**src/rtl/count_seq_pkg.sv**
```systemverilog
// Shared types and constants for the count sequencing controller.
package count_seq_pkg;

  typedef enum logic [1:0] {
    IDLE = 2'd0,
    RUN  = 2'd1,
    HOLD = 2'd2,
    DONE = 2'd3
  } state_t;

  localparam logic MODE_ONESHOT  = 1'b0;
  localparam logic MODE_PERIODIC = 1'b1;

  // All-ones limit of the given width, saturating at 32 bits.
  function automatic logic [31:0] reset_limit(input int unsigned width);
    if (width >= 32) return '1;
    return (32'd1 << width) - 32'd1;
  endfunction

endpackage

```
**src/rtl/count_seq_core.sv**
```systemverilog
// Counter register with clear/increment/hold and terminal compare against limit.
module count_seq_core #(
  parameter int WIDTH = 4
) (
  input  logic             clk,
  input  logic             reset,
  input  logic             clear,
  input  logic             inc,
  input  logic [WIDTH-1:0] limit,
  output logic [WIDTH-1:0] q,
  output logic             at_limit
);

  always_ff @(posedge clk) begin
    if (reset)      q <= '0;
    else if (clear) q <= '0;
    else if (inc)   q <= q + WIDTH'(1);
  end

  assign at_limit = (q == limit);

endmodule

```
**src/rtl/count_seq_ctrl.sv**
```systemverilog
// Count sequencing controller: config handshake, start/pause/abort FSM, tc/done.
// Optional prescaler enabled by defining COUNT_SEQ_PRESCALE_EN.
//
// state | meaning
// IDLE  | stopped, configuration accepted
// RUN   | counting on each tick
// HOLD  | paused, count frozen
// DONE  | one-shot reached its limit, done held
module count_seq_ctrl
  import count_seq_pkg::*;
#(
  parameter int WIDTH = 4,
  parameter int PRE_W = 4
) (
  input  logic             clk,
  input  logic             reset,
  input  logic             cfg_valid,
  output logic             cfg_ready,
  input  logic [WIDTH-1:0] cfg_limit,
  input  logic             cfg_mode,
`ifdef COUNT_SEQ_PRESCALE_EN
  input  logic [PRE_W-1:0] cfg_div,
`endif
  input  logic             start,
  input  logic             pause,
  input  logic             abort,
  output logic [WIDTH-1:0] q,
  output logic             tc,
  output logic             busy,
  output logic             done
);

  state_t           state_q, state_d;
  logic [WIDTH-1:0] limit_q;
  logic             mode_q;
  logic             tc_q;
  logic             idle_or_done;
  logic             cfg_accept;
  logic             run_step;
  logic             pre_hit;
  logic             tick;
  logic             at_limit;
  logic             restart;
  logic             core_clear;
  logic             core_inc;

  assign idle_or_done = (state_q == IDLE) || (state_q == DONE);
  assign busy         = (state_q == RUN) || (state_q == HOLD);
  assign done         = (state_q == DONE);
  assign cfg_ready    = idle_or_done;
  assign cfg_accept   = cfg_valid && cfg_ready;
  assign tc           = tc_q;

  // Leaving HOLD counts on the same edge, so a pause stretches by its length.
  assign run_step = busy && !abort && !pause;
  assign tick     = run_step && pre_hit;

`ifdef COUNT_SEQ_PRESCALE_EN
  logic [PRE_W-1:0] div_q;
  logic [PRE_W-1:0] pre_cnt;

  assign pre_hit = (pre_cnt == div_q);

  always_ff @(posedge clk) begin
    if (reset) begin
      div_q   <= '0;
      pre_cnt <= '0;
    end else begin
      if (cfg_accept) div_q <= cfg_div;
      if (restart)       pre_cnt <= '0;
      else if (run_step) pre_cnt <= pre_hit ? '0 : pre_cnt + PRE_W'(1);
    end
  end
`else
  assign pre_hit = (PRE_W > 0);
`endif

  always_ff @(posedge clk) begin
    if (reset) begin
      state_q <= IDLE;
      limit_q <= WIDTH'(reset_limit(WIDTH));
      mode_q  <= MODE_PERIODIC;
      tc_q    <= 1'b0;
    end else begin
      state_q <= state_d;
      tc_q    <= tick && at_limit;
      if (cfg_accept) begin
        limit_q <= cfg_limit;
        mode_q  <= cfg_mode;
      end
    end
  end

  always_comb begin
    state_d = state_q;
    restart = 1'b0;
    if (abort && state_q != IDLE) begin
      state_d = IDLE;
      restart = 1'b1;
    end else if (start && idle_or_done) begin
      state_d = RUN;
      restart = 1'b1;
    end else if (cfg_accept && state_q == DONE) begin
      state_d = IDLE;
    end else if (busy) begin
      if (pause)                                              state_d = HOLD;
      else if (tick && at_limit && mode_q == MODE_ONESHOT)    state_d = DONE;
      else                                                    state_d = RUN;
    end
  end

  assign core_clear = restart || (tick && at_limit && mode_q == MODE_PERIODIC);
  assign core_inc   = tick && !at_limit;

  count_seq_core #(.WIDTH(WIDTH)) u_core (
    .clk      (clk),
    .reset    (reset),
    .clear    (core_clear),
    .inc      (core_inc),
    .limit    (limit_q),
    .q        (q),
    .at_limit (at_limit)
  );

endmodule

```
**config.mk**
```make
export PLATFORM = sky130hd
export DESIGN_NAME = count_seq_ctrl
export DESIGN_NICKNAME = d
export VERILOG_FILES = /design/src/rtl/count_seq_pkg.sv /design/src/rtl/count_seq_core.sv /design/src/rtl/count_seq_ctrl.sv
export SDC_FILE = /design/constraint.sdc
export NUM_CORES = 1
export LEC_CHECK = 0
export CAP_MARGIN = 20
export CORE_AREA = 10 10 47 49
export CTS_BUF_LIST = sky130_fd_sc_hd__clkbuf_16
export CTS_CLUSTER_DIAMETER = 120
export DETAILED_ROUTE_END_ITERATION = 6
export DIE_AREA = 0 0 57 59
export GPL_TIMING_DRIVEN = 1
export HOLD_SLACK_MARGIN = 0.03
export PLACE_DENSITY = 0.78
export REMOVE_ABC_BUFFERS = 1
export SLEW_MARGIN = 20
export SYNTH_ARGS = -nofsm -noshare
export SYNTH_HDL_FRONTEND = slang
export SYNTH_SLANG_ARGS = --single-unit
```
**constraint.sdc**
```tcl
create_clock -name clk -period 2.8 [get_ports clk]
set_clock_uncertainty 0.05 [all_clocks]
set_input_delay 0.84 -clock clk [delete_from_list [all_inputs] [get_ports clk]]
set_output_delay 0.84 -clock clk [all_outputs]
set_load 0.1 [all_outputs]
```
---- Yosys cells after proc, flatten, opt, wreduce, memory -nomap -nowiden ----
Index checks and enable logic that the tools add are counted.
cells by class
  equal/unequal tests ..................... 4
  reduce and logical (&&, ||, !) cells .... 22
  bitwise operators ....................... 1
  muxes and demuxes ....................... 7
  add/subtract/negate cells ............... 1
operators by type and width
  cell                                                                    count
  1-bit logical AND                                                       10
  1-bit two-way mux                                                       5
  4-bit by 1-bit adder with 4-bit output (second input constant)          1
  2-bit equality test (second input constant)                             2
  4-bit equality test                                                     1
  2-bit two-way mux                                                       2
  2-bit OR reduction                                                      2
  4-bit OR reduction                                                      1
  1-bit zero test                                                         3
  1-bit logical OR                                                        3
  3-bit nonzero test                                                      1
  2-bit by 1-bit equality test with 1-bit output (second input constant)  1
  2-bit zero test                                                         1
  2-bit nonzero test                                                      1
  1-bit inverter                                                          1
word-level totals
  logic and storage cells ................. 41
  flip-flop bits (word level) ............. 12
  output and inout bits ................... 8

---- Logic depth before layout (Yosys ltp) ----
  depth after elaboration ................. 11
  mapped depth ............................ 6
  gate-level depth less buffers ........... 6

---- Cells and area by module ----
From an unflattened synthesis, not the netlist that was laid out.
second synthesis, totals
  cell total of the unflattened synthesis .. 62
  area, all modules ....................... 598.1 um^2
modules (own cells, without submodules)
  module          times used  cells each  sequential area each (um^2)  area an instance (um^2)
  count_seq_ctrl  1           40          160.2                        379.1
  count_seq_core  1           22          80.1                         219.0

---- Least setup slack after synthesis ----
No wires, ideal clock.
  path type ............................... register to register
  start ................................... register state_q[0]
  end ..................................... register u_core.q[2]
  period minus slack after synthesis ...... 2.995 ns
  path buffers ............................ 0
  stages on the path, launching flop included .. 7
  path slack .............................. -0.195 ns
  arrival time ............................ 2.875 ns
  cell sequence ........................... dfxtp_1 inv_1 ha_1 inv_1 a221o_1 a31o_2 a21oi_1
between the ends
  word-level cells in the longest chain between the ends .. 8
  elaborated cells on any way between the ends .. 18
  classes of those cells .................. 3 x eq/ne; 2 x mux; 13 x reduce/logical
RTL lines
  item                                                                                   RTL line               RTL
  from (decl)                                                                            count_seq_ctrl.sv:33   state_t state_q, state_d;
  from (signal assigned)                                                                 count_seq_ctrl.sv:85   state_q <= state_d;
  2-bit by 1-bit equality test with 1-bit output or 2-bit equality test (tied branches)  count_seq_ctrl.sv:48   assign busy = (state_q == RUN) || (state_q == HOLD);
  1-bit logical OR *                                                                     count_seq_ctrl.sv:48
  via busy                                                                               count_seq_ctrl.sv:29   output logic busy,
  1-bit logical AND * (2 in a row)                                                       count_seq_ctrl.sv:55   assign run_step = busy && !abort && !pause;
  1-bit logical AND (2 in a row)                                                         count_seq_ctrl.sv:112  assign core_clear = restart || (tick && at_limit && mode_q == MODE_PERIODIC);
  1-bit logical OR                                                                       count_seq_ctrl.sv:112
  2-bit OR reduction (no source line)                                                    --
  to (signal assigned)                                                                   count_seq_core.sv:17   else if (inc) q <= q + WIDTH'(1);
  to (decl)                                                                              count_seq_core.sv:10   output logic [WIDTH-1:0] q,
Mark *: on every way through the listed nets, which the timed path passes. The rest lies on a longest branch.
A chain may end at the register's enable or synchronous reset.

---- Worst setup path after layout ----
  start ................................... register state_q[0]
  end ..................................... output cfg_ready
between the ends
  word-level cells in the longest chain between the ends .. 2
  elaborated cells on any way between the ends .. 3
  classes of those cells .................. 1 x eq/ne; 2 x reduce/logical
RTL lines
  item                                                    RTL line              RTL
  2-bit equality test or 2-bit zero test (tied branches)  count_seq_ctrl.sv:47  assign idle_or_done = (state_q == IDLE) || (state_q == DONE);
  1-bit logical OR *                                      count_seq_ctrl.sv:47
  to (decl)                                               count_seq_ctrl.sv:18  output logic cfg_ready,
Mark *: on every way between the ends. The rest lies on a longest branch, timed or not.

==> summary.txt <==
Die Footprint - 3360 sq um
Hold Vio Cnt, Final - 0
Initial drt markers - 5
Die height - 59 um
CP peak stage delay - 0.46 ns
Synth async-reset ratio - 0%
CTS tree - built
Worst-path fanout max - 8
FF/Latch Area - 240 sq um
VDD IR max - 0.482 mV
Combinational family with the most area after synthesis - compound AO/OA/AOI/OAI gates
Vias per cell - 5.24
Worst Tran Pin Value - 0.574 ns
Synth Area in Simple Gates - 17.1%
CTS Buffer Depth - 2
Synth warnings - 0
Inserted Clock Buffers - 3
CTS sink count - 12
WL final - 1.43 mm
Initial antenna violation count - 0
Die X-Extent - 57 um
Drt wl/cell - 14.4 um
Max_cap viols - 0
Total leakage power - 0.370 nW
CP arrival - 1.42 ns
Placed cell area - 805 sq um
Vias in the first global route - 532
Synth Area in Adders - 6.26%
Slew headroom - 61.3%
Data required, critical path - 1.91 ns
Gpl congestion - 0.731
Crit path buf inv count - 3
Slew Viols, Final - 0
Critical-path cell list - inv_1 > ha_1 > inv_1 > buf_12
Area of the multi-input gates - 329 sq um
Area delta synth->final - 46.8%
Worst hold path type - reg2reg
Worst skew pair latency - 0.24 ns
CTS root buf - clkbuf_16
Area of the core - 1400 sq um
Antenna viol nets, final - 0
N_diodes - 0
Worst path slowest cell - ha_1
Setup-failing EPs final - 0
Crit end category - output port
Worst-path clk slew - 0.04 ns
RSZ-0062 raised after global routing - false
Post-CTS Setup Inserts - 0
Nets - 99
Number of synthesized flops with an enable pin - 0
Post-layout min period - 2.31 ns
Most frequent cells in the layout - 12 x dfxtp_1, 10 x clkdlybuf4s50_1, 7 x buf_4
Total global-route track usage - 9.40%
DP Wirelength - 1.12 mm
Mapped Cells - 63
Residual DRC count - 0
Syn avg cell area - 9.51 sq um
First-pass GRT wire length - 2.48 mm
Top_reg_cell synth - dfxtp_1
I/O pin count - 19
Largest net degree at the start of global routing - 11
Achievable Freq - 432 MHz
Netlist Area Pre-Place - 599 sq um
Design Area, Final - 880 sq um
Router iterations before antenna repair - 2
FP Rows - 14
Period utilisation layout - 82.7%
Crit start category - flip-flop
Flip-flop and latch count after synthesis - 12
Post-CTS sizing - 0
CP top delay family - adder cells
Port Buffer Count - 18
GRT overflow - 0
Initial core utilization - 42.8%
CP most frequent cell - inv_1
Setup_tns - 0 ns
Crit Path Category - reg2out
XOR/XNOR Fraction of Synth Area - 7.31%
Vias after detailed routing - 519
Hold WS - 0.475 ns
Status - completed
Fraction of layout cells with a size suffix above 1 - 19.3%
Post-synthesis compound-gate area fraction - 22.5%
CTS H-tree lvls - 1
Mux cell area share after synthesis - 1.67%
Synth cell types - 22
Pwr dens - 1170 nW/um^2
Fillers - 119
Leading cell type in the layout, fill and taps excluded - dfxtp_1
Seq/Total Area, Yosys - 40.1%
CTS Hold Bufs - 0
-- flip-flops by register name (all words and copies together) (netlist names) --
name      flops
limit_q       4
mode_q        1
tc            1
state_q       2
u_core.q      4
-- report_power, final --
| group | internal [mW] | total (mW) | leakage (nW) | switching, mW |
|---|---|---|---|---|
| Clock | 0.185 | 0.251 | 0.0370 | 0.0661 |
| Sequential | 0.208 | 0.231 | 0.0984 | 0.0238 |
| Combinational | 0.200 | 0.542 | 0.235 | 0.342 |
| Total | 0.593 | 1.02 | 0.370 | 0.432 |
-- area by class of cell --
cell class	instances	area share, %
clock buffers	3	8.53
well taps	16	2.28
repair buffers	19	21.9
inverters	6	2.56
flip-flops and latches	12	27.3
multi-input cells	43	37.4
-- worst register-to-register path: cells and delay by family (launching register included) --
family          cells  cell delay [ns]
flops               1             0.34
simple gates        2             0.70
fa+ha+maj           1             0.46
buf+inv             1             0.05
compound gates      2             0.32
-- synthesized netlist by cell type (all sizes together) (2+ instances only) --
| master | instances | area [sq um] |
|---|---|---|
| a211o | 5 | 43.8 |
| a211oi | 2 | 15.0 |
| a21oi | 3 | 15.0 |
| a221o | 2 | 20.0 |
| clkbuf | 2 | 7.51 |
| dfxtp | 12 | 240 |
| ha | 3 | 37.5 |
| inv | 6 | 22.5 |
| nand2 | 2 | 7.51 |
| nor2 | 5 | 21.3 |
| nor2b | 5 | 31.3 |
| o21ai | 2 | 10.0 |
| or3 | 2 | 12.5 |
| xor2 | 5 | 43.8 |
-- metal layers --
layer	routed length (um)	up-vias	GRT usage, %	part of all wire, %
li1	-	270	-	-
met4	23	0	6.04	1.6
met1	608	230	9.45	43
met5	0	-	0	0
met2	673	15	15.3	47
met3	121	4	4.51	8.5
-- cell families (layout without fill, tap and decap cells) --
kind of cell,count (synthesis),after routing
adder cells (fa/ha/maj),3,3
flip-flops,12,12
XOR/XNOR,5,5
AO/OA/AOI/OAI,17,17
AND/OR/NAND/NOR,17,17
multiplexers,1,1
buffers and inverters,8,28
-- through the flow --
stage               utilization [%]  setup WS, ns  instances  total power, mW
detailed placement             57.4         0.381         96            0.782
CTS                            62.8         0.468         99             1.04
floorplan                         -        -0.195         61            0.606
global placement               57.4         0.426         96            0.772
global route                   62.8         0.381         99             1.08
finish                         62.8         0.486         99             1.02
-- worst paths after layout --
kind                                   from          end  slack (ns)  cells after the start
worst max-delay path             state_q[0]    cfg_ready        0.49                      4
worst min-delay path            u_core.q[3]  u_core.q[3]        0.48                      2
worst max register to register   state_q[0]  u_core.q[3]        0.80                      6
worst min register to register  u_core.q[3]  u_core.q[3]        0.48                      2
Power figures use the tool's default switching activity.
